`config.mk`:
```
export PLATFORM = sky130hd
export DESIGN_NAME = img_stream_rx
export DESIGN_NICKNAME = d
export VERILOG_FILES = /design/src/rtl/img_stream_rx.sv
export SDC_FILE = /design/constraint.sdc
export NUM_CORES = 1
export LEC_CHECK = 0
export BUFFER_PORTS_ARGS = -buffer_cell sky130_fd_sc_hd__buf_2
export CAP_MARGIN = 20
export CORE_MARGIN = 8
export CORE_UTILIZATION = 30
export DETAILED_ROUTE_END_ITERATION = 8
export SLEW_MARGIN = 30
export SYNTH_ARGS = -nofsm -noshare
export SYNTH_HDL_FRONTEND = slang
export SYNTH_SLANG_ARGS = --single-unit
```
`constraint.sdc`:
```
create_clock -name clk -period 1.65 [get_ports clk]
set_clock_uncertainty 0.05 [all_clocks]
set_input_delay 0.2475 -clock clk [delete_from_list [all_inputs] [get_ports clk]]
set_output_delay 0.2475 -clock clk [all_outputs]
set_load 0.01 [all_outputs]
```
`src/rtl/img_stream_rx.sv`:
```
// rtl/img_stream_rx.sv - pixel stream receiver: x/y recovery, sof/eol/eof markers, per-frame measurement
// Optional per-frame pixel checksum is built only when IMG_RX_CHECKSUM_EN is defined.
module img_stream_rx #(
  parameter int DATA_W = 8,
  parameter int H_DISP = 1280,
  parameter int V_DISP = 720,
  parameter int CNT_W  = 11
) (
  input  logic              clk,
  input  logic              rst_n,
  input  logic              img_vsync,
  input  logic              img_hsync,
  input  logic              img_valid,
  input  logic [DATA_W-1:0] img_data,
  output logic              out_vsync,
  output logic              out_hsync,
  output logic              out_valid,
  output logic [DATA_W-1:0] out_data,
  output logic [CNT_W-1:0]  out_x,
  output logic [CNT_W-1:0]  out_y,
  output logic              out_sof,
  output logic              out_eol,
  output logic              out_eof,
  output logic              frame_done,
  output logic [CNT_W-1:0]  meas_width,
  output logic [CNT_W-1:0]  meas_height,
  output logic [2:0]        err_flags,
  output logic [31:0]       frame_sum
);

  localparam logic [CNT_W-1:0] CNT_MAX = '1;
  localparam logic [CNT_W-1:0] H_EXP   = CNT_W'(H_DISP);
  localparam logic [CNT_W-1:0] V_EXP   = CNT_W'(V_DISP);
  localparam logic [CNT_W-1:0] V_LAST  = CNT_W'(V_DISP - 1);

  typedef enum logic [1:0] {IDLE, SYNC, ACTIVE} state_t;
  state_t state, state_nx;

  logic              vs_d, hs_d;
  logic              s1_valid;
  logic [DATA_W-1:0] s1_data;
  logic [CNT_W-1:0]  s1_x, s1_y;
  logic [CNT_W-1:0]  cur_x, cur_y, last_w;
  logic              err_w, err_s;
  logic              publish;
  logic              start_frame, end_frame;
  logic [31:0]       sum;

  logic vs_rise, vs_fall, accept, line_close;
  assign vs_rise    = img_vsync & ~vs_d;
  assign vs_fall    = ~img_vsync & vs_d;
  assign accept     = img_valid & ~img_vsync & (state == ACTIVE);
  // A line ends the cycle after its last accepted pixel, whether valid fell or vsync cut it off.
  assign line_close = s1_valid & ~accept;

  always_ff @(posedge clk or negedge rst_n) begin
    if (!rst_n) state <= IDLE;
    else        state <= state_nx;
  end

  always_comb begin
    state_nx    = state;
    start_frame = 1'b0;
    end_frame   = 1'b0;
    case (state)
      IDLE:   if (vs_rise) state_nx = SYNC;
      SYNC:   if (vs_fall) begin
                state_nx    = ACTIVE;
                start_frame = 1'b1;
              end
      ACTIVE: if (vs_rise) begin
                state_nx  = SYNC;
                end_frame = 1'b1;
              end
      default: state_nx = IDLE;
    endcase
  end

  always_ff @(posedge clk or negedge rst_n) begin
    if (!rst_n) begin
      vs_d     <= 1'b0;
      hs_d     <= 1'b0;
      s1_valid <= 1'b0;
      s1_data  <= '0;
      s1_x     <= '0;
      s1_y     <= '0;
    end else begin
      vs_d     <= img_vsync;
      hs_d     <= img_hsync;
      s1_valid <= accept;
      if (accept) begin
        s1_data <= img_data;
        s1_x    <= cur_x;
        s1_y    <= cur_y;
      end
    end
  end

  always_ff @(posedge clk or negedge rst_n) begin
    if (!rst_n) begin
      cur_x  <= '0;
      cur_y  <= '0;
      last_w <= '0;
      err_w  <= 1'b0;
      err_s  <= 1'b0;
    end else if (start_frame) begin
      cur_x  <= '0;
      cur_y  <= '0;
      last_w <= '0;
      err_w  <= 1'b0;
      err_s  <= 1'b0;
    end else begin
      if (accept) begin
        cur_x <= (cur_x == CNT_MAX) ? CNT_MAX : cur_x + 1'b1;
      end else if (line_close) begin
        cur_x  <= '0;
        cur_y  <= (cur_y == CNT_MAX) ? CNT_MAX : cur_y + 1'b1;
        last_w <= cur_x;
        if (cur_x != H_EXP) err_w <= 1'b1;
      end
      if (img_valid && img_vsync && state != IDLE) err_s <= 1'b1;
    end
  end

`ifdef IMG_RX_CHECKSUM_EN
  always_ff @(posedge clk or negedge rst_n) begin
    if (!rst_n)           sum <= '0;
    else if (start_frame) sum <= '0;
    else if (accept)      sum <= sum + 32'(img_data);
  end
`else
  assign sum = 32'd0;
`endif

  always_ff @(posedge clk or negedge rst_n) begin
    if (!rst_n) begin
      out_vsync <= 1'b0;
      out_hsync <= 1'b0;
      out_valid <= 1'b0;
      out_data  <= '0;
      out_x     <= '0;
      out_y     <= '0;
      out_sof   <= 1'b0;
      out_eol   <= 1'b0;
      out_eof   <= 1'b0;
    end else begin
      out_vsync <= vs_d;
      out_hsync <= hs_d;
      out_valid <= s1_valid;
      out_data  <= s1_data;
      out_x     <= s1_x;
      out_y     <= s1_y;
      out_sof   <= s1_valid && s1_x == '0 && s1_y == '0;
      out_eol   <= line_close;
      out_eof   <= line_close && s1_y == V_LAST;
    end
  end

  // Publishing one cycle after the closing vsync lets a vsync-truncated line settle first.
  always_ff @(posedge clk or negedge rst_n) begin
    if (!rst_n) begin
      publish     <= 1'b0;
      frame_done  <= 1'b0;
      meas_width  <= '0;
      meas_height <= '0;
      err_flags   <= '0;
      frame_sum   <= '0;
    end else begin
      publish    <= end_frame;
      frame_done <= publish;
      if (publish) begin
        meas_width  <= last_w;
        meas_height <= cur_y;
        err_flags   <= {err_s, cur_y != V_EXP, err_w};
        frame_sum   <= sum;
      end
    end
  end

endmodule

```
Word level (Yosys, flattened, before mapping)

Cells that the tools add are included.

Bits in registers: 133
Output and inout port bits: 94
Input port bits: 13

Add/subtract/negate cells: 2
Eq/ne operators: 10
Reductions and logical operators: 17
Muxes and demuxes: 24
Bitwise logic cells: 8

Operators by type and width:

| operator                                                                  | count |
|---|---|
| 11-bit 2-to-1 mux                                                         | 11 |
| 11-bit by 1-bit adder with 11-bit output, second input constant           | 2 |
| 11-bit == test, second input constant                                     | 2 |
| 11-bit logical NOT                                                        | 2 |
| 11-bit by 10-bit == test with 1-bit output, second input constant         | 1 |
| 11-bit by 10-bit inequality test with 1-bit output, second input constant | 1 |
| 11-bit inequality test, second input constant                             | 1 |
| 1-bit 2-to-1 mux                                                          | 10 |
| 2-bit nonzero test                                                        | 4 |
| 1-bit AND                                                                 | 5 |
| 1-bit logical AND                                                         | 5 |
| 2-bit 2-to-1 mux                                                          | 2 |
| 2-bit inequality test, second input constant                              | 2 |
| 2-bit one-hot mux with 2 select lines                                     | 1 |
| 2-bit AND reduction                                                       | 2 |
| 1-bit inverter                                                            | 3 |
| 3-bit AND reduction                                                       | 1 |
| 3-bit nonzero test                                                        | 1 |
| 2-bit by 1-bit == test with 1-bit output, second input constant           | 1 |
| 2-bit == test, second input constant                                      | 1 |
| 2-bit logical NOT                                                         | 1 |
| 2-bit by 1-bit inequality test with 1-bit output, second input constant   | 1 |
| 2-bit OR reduction                                                        | 1 |

Depth between registers and ports, before layout

Gate-level depths: netlist of the first run.

Depth after elaboration: 8
Mapped depth: 7
Gate-level depth less buffers: 6

Worst setup path before layout of the first run

No wires, ideal clock.

Kind: flip-flop to flip-flop
From: register cur_x[0]
To: register cur_x[3]
Data arrival time: 1402 ps
Library setup time: 86 ps
Data required time: 1514 ps
Clock period less this slack: 1538 ps
Stages on the path, launching flop included: 6
Setup slack: 112 ps
Cell sequence: dfrtp_1 > ha_1 > nand2_1 > or3_4 > and4_1 > nor3_1

Cells in the longest elaborated chain, start to end: 4

Ends and longest elaborated chain:

| what                                                                              | line | text |
|---|---|---|
| from (decl)                                                                       | 43   | `logic [CNT_W-1:0] cur_x, cur_y, last_w;` |
| from (signal assigned)                                                            | 114  | `cur_x <= (cur_x == CNT_MAX) ? CNT_MAX : cur_x + 1'b1;` |
| 11-bit by 1-bit adder with 11-bit output / 11-bit == test (equally long branches) | 114  |  |
| 11-bit 2-to-1 mux *                                                               | 114  |  |
| 11-bit 2-to-1 mux *                                                               | 113  | `if (accept) begin` |
| 11-bit 2-to-1 mux *                                                               | 106  | `end else if (start_frame) begin` |

Every way passes the cells marked *; elsewhere a longest branch is shown, timed or not.
A chain may end at the register's enable or synchronous reset.

Worst setup path in the final report of the first run

Same ends and word-level chain as after synthesis.

==> results.cfg, run 1 <==
[synth]
syn_area_per_cell_um2 = 11.45
synth.area.top_cells = dfrtp_1, nand2_1, mux2_2
synth_edf_count = 0
synthCells = 468
synth.top_cell.area_share = 0.6211
ys_ff_latch = 133
synth.yosys.seq_area_share = 0.6211
synth_top_area_cell = dfrtp_1
synth.cell_area_um2 = 5359
synth_cell_type_count = 53
async_flop_share = 1.000
synth-main-ff-cell = dfrtp_1
yosys_warnings = 0

[critical_path]
reg2reg_from = cur_x[0]
endpoint_kind = flip-flop
cp.required_ns = 1.93
rrSetupSlack_ns = 0.04
r2r_end = cur_x[3]
start_kind = flip-flop
arrival_ns = 1.89
r2r_cells = 5
path_cells = ha_1 > nand2_1 > or3_4 > and4_1 > nor3_1
critical_path_class = flip-flop to flip-flop
path_max_fanout = 5
critPathBufInv = 0
cp_slowest_cell = or3_4
path_delay_family = simple AND/OR/NAND/NOR gates
slowest_delay_ns = 0.43

[placed_design]
portBuffers = 74
gp_congestion = 0.8411
place_ws_ns = -0.03543
place_hpwl_um = 9361
place_area_um2 = 6226
dp_cells = 797

[worst_hold_path]
min_from = img_vsync
hold_path_class = primary input to flip-flop
hold_depth = 2
whs_endpoint = vs_d

[routing]
drt-total-wl_um = 12960
first_pass_iters = 4
first_iter_violations = 203
vias = 3830
drtAntennaViolNets = 0
drc = 0
wl_per_cell_um = 15.36
detail_route.vias_per_cell = 4.538

[floorplan]
die_area_um2 = 22400
core_um2 = 17720
chipHeight_um = 149.7
num_rows = 49
die_w_um = 149.7
start_util = 0.3025
io_pins = 107

[final_layout]
final_core_util = 0.3946
n_antenna_cell = 0
final_cells = 844
multiInputGateArea_um2 = 1805
final_common_cell = dfrtp_1
final_cell_mix = dfrtp_1, nand2_1, buf_2
syn_to_final_growth_pct = 30.47
seq_area_um2 = 3331
nNetsFinal = 619
fin_area_um2 = 6992
drive_above_1_share = 0.3415
nFillCells = 1726

[timing]
rsz0062_at_grt = yes
layout_setup_ws_ns = 0.04224
holdWs_ns = 0.03329
max_freq_mhz = 622.0
fin_crit_sh = 0.9744
fin_crit_ns = 1.608
drv_slew = 0
fin_setup_tns_ns = 0
hold_viol_final = 0
setup_viol_count_final = 0

[power]
finalPower_mw = 9.194
power_density_nw_per_um2 = 1315
peakVddDrop_mv = 0.7367
leakagePower_nw = 3.551

[grt]
grt_pass1_wl_um = 21530
top_usage_layer = met2
grt_pass1_vias = 4163
met1_usage = 0.1570
grt.overflow.total = 0
antenna_found_initial = 0
grt_util_met2 = 0.1797
grt_max_degree = 61
use_met3 = 0.04475
grt_use_total = 0.1226

[clock_network]
cts_tree = yes
clkSinkCount = 133
cts_buffers = 17
clk_pin_slew_ns = 0.06
clock_latency_ns = 0.42
cts_root_buf = clkbuf_16
h-tree-depth = 4
max-clock-path-buffers = 2

[run_status]
status = finished clean

[run]
drv_cap = 0
==> cells by family (layout without fill, tap and decap cells) <==
kind of cell,Yosys count,count (layout),share of synthesized area
fa+ha+maj,4,4,0.009340
compound gates,59,59,0.07215
simple gates,179,179,0.1688
other cells,1,32,0.0006998
buf+inv,68,184,0.07751
flops,133,133,0.6211
mux,24,24,0.05043
==> what timing repair did <==
action / CTS / global route
hold buffers: 10 / 0
pin swaps: 6 / 3
endpoints found under the hold margin: 142 / 0
resized for setup: 4 / 9
setup endpoints to repair: 6 / 13
buffers inserted: 2 / 3
==> power by group <==
group          internal (mW)  leakage, nW  total (mW)  switching (mW)
registers               3.79         1.81        4.06           0.270
logic                  0.674         1.48        1.54           0.866
clock network           2.22        0.266        3.60            1.38
==> final cells by class <==
| cell class | instances | share of cell area |
|---|---|---|
| Sequential cell | 133 | 0.4764 |
| Tap cell | 229 | 0.04098 |
| Clock inverter | 12 | 0.01879 |
| Timing Repair Buffer | 141 | 0.1365 |
| Inverter | 11 | 0.006621 |
| Multi-Input combinational cell | 298 | 0.2582 |
| Clock buffer | 20 | 0.06246 |
==> worst max path at each step <==
stage | slack (ns) | startpoint | end | cells past startpoint
2_1_floorplan | 0.11 | cur_x[0] | cur_x[3] | 5
6_report | 0.04 | cur_x[0] | cur_x[3] | 5
4_1_cts | 0.005 | state[0] | cur_x[9] | 6
3_3_place_gp | 0.02 | img_vsync | cur_x[8] | 7
5_1_grt | -0.03 | cur_x[0] | cur_x[3] | 5
3_5_place_dp | -0.04 | state[0] | cur_y[2] | 7
==> flip-flops by register name, indices dropped and copies added, names as in the netlist, 2 cells and up <==
signal       count
out_x           11
last_w          11
s1_data          8
err_flags        3
s1_x            11
out_y           11
state            2
cur_x           11
out_data         8
meas_width      11
cur_y           11
meas_height     11
s1_y            11
==> cell usage after synthesis (2+ instances only) <==
| cell | count |
|---|---|
| a211oi_1 | 6 |
| and4_1 | 3 |
| o21ai_0 | 9 |
| and3_1 | 3 |
| nand4_1 | 5 |
| nor2_1 | 12 |
| a311oi_1 | 2 |
| buf_4 | 33 |
| nor3_1 | 12 |
| inv_1 | 9 |
| nand3_1 | 5 |
| buf_1 | 3 |
| nor4_1 | 6 |
| o21a_1 | 2 |
| mux2_2 | 24 |
| nor3_2 | 2 |
| nand4bb_1 | 2 |
| clkbuf_1 | 6 |
| buf_6 | 2 |
| ha_1 | 4 |
| a21oi_1 | 20 |
| buf_2 | 11 |
| a311oi_2 | 3 |
| a31oi_1 | 10 |
| dfrtp_1 | 133 |
| clkbuf_2 | 2 |
| nand2_1 | 109 |
| inv_4 | 2 |
| and4b_1 | 2 |
| nor4b_1 | 3 |
==> per-layer routing <==
| layer | share of wire | vias up |
|---|---|---|
| met2 | 0.43 | 130 |
| li1 | - | 1812 |
| met1 | 0.47 | 1864 |
| met5 | 0 | - |
| met4 | 0.026 | 0 |
| met3 | 0.074 | 24 |
Power figures use the tool's default switching activity.
==> run 2: changes to the inputs <==
--- a/config.mk
+++ b/config.mk
@@ -6,10 +6,11 @@
 export NUM_CORES = 1
 export LEC_CHECK = 0
 export BUFFER_PORTS_ARGS = -buffer_cell sky130_fd_sc_hd__buf_2
-export CAP_MARGIN = 20
+export CAP_MARGIN = 10
 export CORE_MARGIN = 8
 export CORE_UTILIZATION = 30
 export DETAILED_ROUTE_END_ITERATION = 8
+export MAX_ROUTING_LAYER = met4
 export SLEW_MARGIN = 30
 export SYNTH_ARGS = -nofsm -noshare
 export SYNTH_HDL_FRONTEND = slang
==> constraint.sdc (replaced) <==
create_clock -name clk -period 1.8 [get_ports clk]
set_clock_uncertainty 0.05 [all_clocks]
set_input_delay 0.27 -clock clk [delete_from_list [all_inputs] [get_ports clk]]
set_output_delay 0.27 -clock clk [all_outputs]
set_load 0.01 [all_outputs]
==> results.cfg, run 2 (synthesized netlist as in run 1, its figures left out) <==
[grt]
grt_pass1_wl_um = 21160
grt_pass1_vias = 4021
grt_max_degree = 48
grt.overflow.total = 0
grt_use_total = 0.1229
antenna_found_initial = 0

[clock_network]
clock_latency_ns = 0.43
cts_root_buf = clkbuf_16
clk_pin_slew_ns = 0.06
cts_setup_buffers = 0
cts_buffers = 17
max-clock-path-buffers = 2
h-tree-depth = 4
cts_tree = yes
clkSinkCount = 133

[final_layout]
final_cell_mix = dfrtp_1, nand2_1, buf_2
final_core_util = 0.3782
final_common_cell = dfrtp_1
syn_to_final_growth_pct = 25.03
nNetsFinal = 592
final_cells = 817
drive_above_1_share = 0.3078
n_antenna_cell = 0

[critical_path]
cp.required_ns = 2.10
endpoint_kind = flip-flop
cp_slowest_cell = or3_4
critical_path_class = flip-flop to flip-flop
start_kind = flip-flop
critPathBufInv = 0
arrival_ns = 1.99
path_delay_family = simple AND/OR/NAND/NOR gates
path_max_fanout = 5
slowest_delay_ns = 0.45
path_cells = ha_2 > nand2_1 > or3_4 > and4_1 > nor3_1

[routing]
drtAntennaViolNets = 0
wl_per_cell_um = 15.25
drt-total-wl_um = 12460
drc = 0
first_iter_violations = 236
detail_route.vias_per_cell = 4.540
vias = 3709
first_pass_iters = 4

[power]
power_density_nw_per_um2 = 1220
leakagePower_nw = 3.384
peakVddDrop_mv = 0.8059
finalPower_mw = 8.177

[timing]
setup_viol_count_final = 0
rsz0062_at_grt = no
drv_slew = 0
max_freq_mhz = 588.9
fin_setup_tns_ns = 0
fin_crit_sh = 0.9434
holdWs_ns = 0.009582
hold_viol_final = 0
fin_crit_ns = 1.698

[floorplan]
chipHeight_um = 149.7
num_rows = 49
die_area_um2 = 22400
io_pins = 107
core_um2 = 17720
die_w_um = 149.7
start_util = 0.3025

[placed_design]
portBuffers = 74
gp_congestion = 0.8863
place_hpwl_um = 8839
dp_cells = 777

[run_status]
status = finished clean

[run]
drv_cap = 0

[worst_hold_path]
hold_path_class = primary input to flip-flop
==> run 2: worst min-delay path: stages <==
cell and delay, ns:
buf_2 0.07, nand2_1 0.04, nand2_1 0.06
==> run 2: through the flow <==
step | setup WS, ns | cell area [um^2]
CTS | 0.05224 | 6695
floorplan | 0.2620 | 5475
global placement | 0.1300 | 6063
finish | 0.1018 | 6700
detailed placement | 0.07959 | 6063
global route | 0.0004521 | 6700
==> run 2: cell type report <==
cell class              count  area [um^2]
clock buffers              18        439.2
multi-input cells         298         1757
repair buffers            114        730.7
clock inverters            14        112.6
flip-flops and latches    133         3328
inverters                  11        46.29
fillers                  1734        11020
well taps                 229        286.5
==> run 2: layer usage <==
layer | global-route usage | vias to the layer above | wire (um)
li1 | - | 1761 | -
met1 | 0.1616 | 1798 | 6010
met2 | 0.1705 | 132 | 5373
met3 | 0.04627 | 18 | 914
met4 | 0.04148 | 0 | 161
met5 | - | - | 0
==> run 2: report_power, final <==
group | total [mW] | internal [mW] | switching, mW
clock | 3.18 | 1.91 | 1.27
sequential | 3.73 | 3.47 | 0.264
combinational | 1.26 | 0.514 | 0.747
==> run 2: path summary, 6_finish.rpt <==
| path | to | depth (start not counted) | startpoint | slack (ns) |
|---|---|---|---|---|
| setup / recovery | cur_x[3] | 5 | cur_x[0] | 0.10 |
| hold / removal | s1_data[2] | 3 | img_data[2] | 0.01 |
| setup reg to reg | cur_x[3] | 5 | cur_x[0] | 0.10 |
| hold reg to reg | out_hsync | 0 | hs_d | 0.30 |
| max in group asynchronous | cur_y[0] | 3 | rst_n | 0.80 |
| min in group asynchronous | s1_data[2] | 2 | rst_n | 0.29 |
==> run 2: timing repair <==
item | in CTS | in global routing
hold endpoints to repair | 36 | 0
setup endpoints to repair | 0 | 2
resized for setup | 0 | 2
hold buffers | 8 | 0
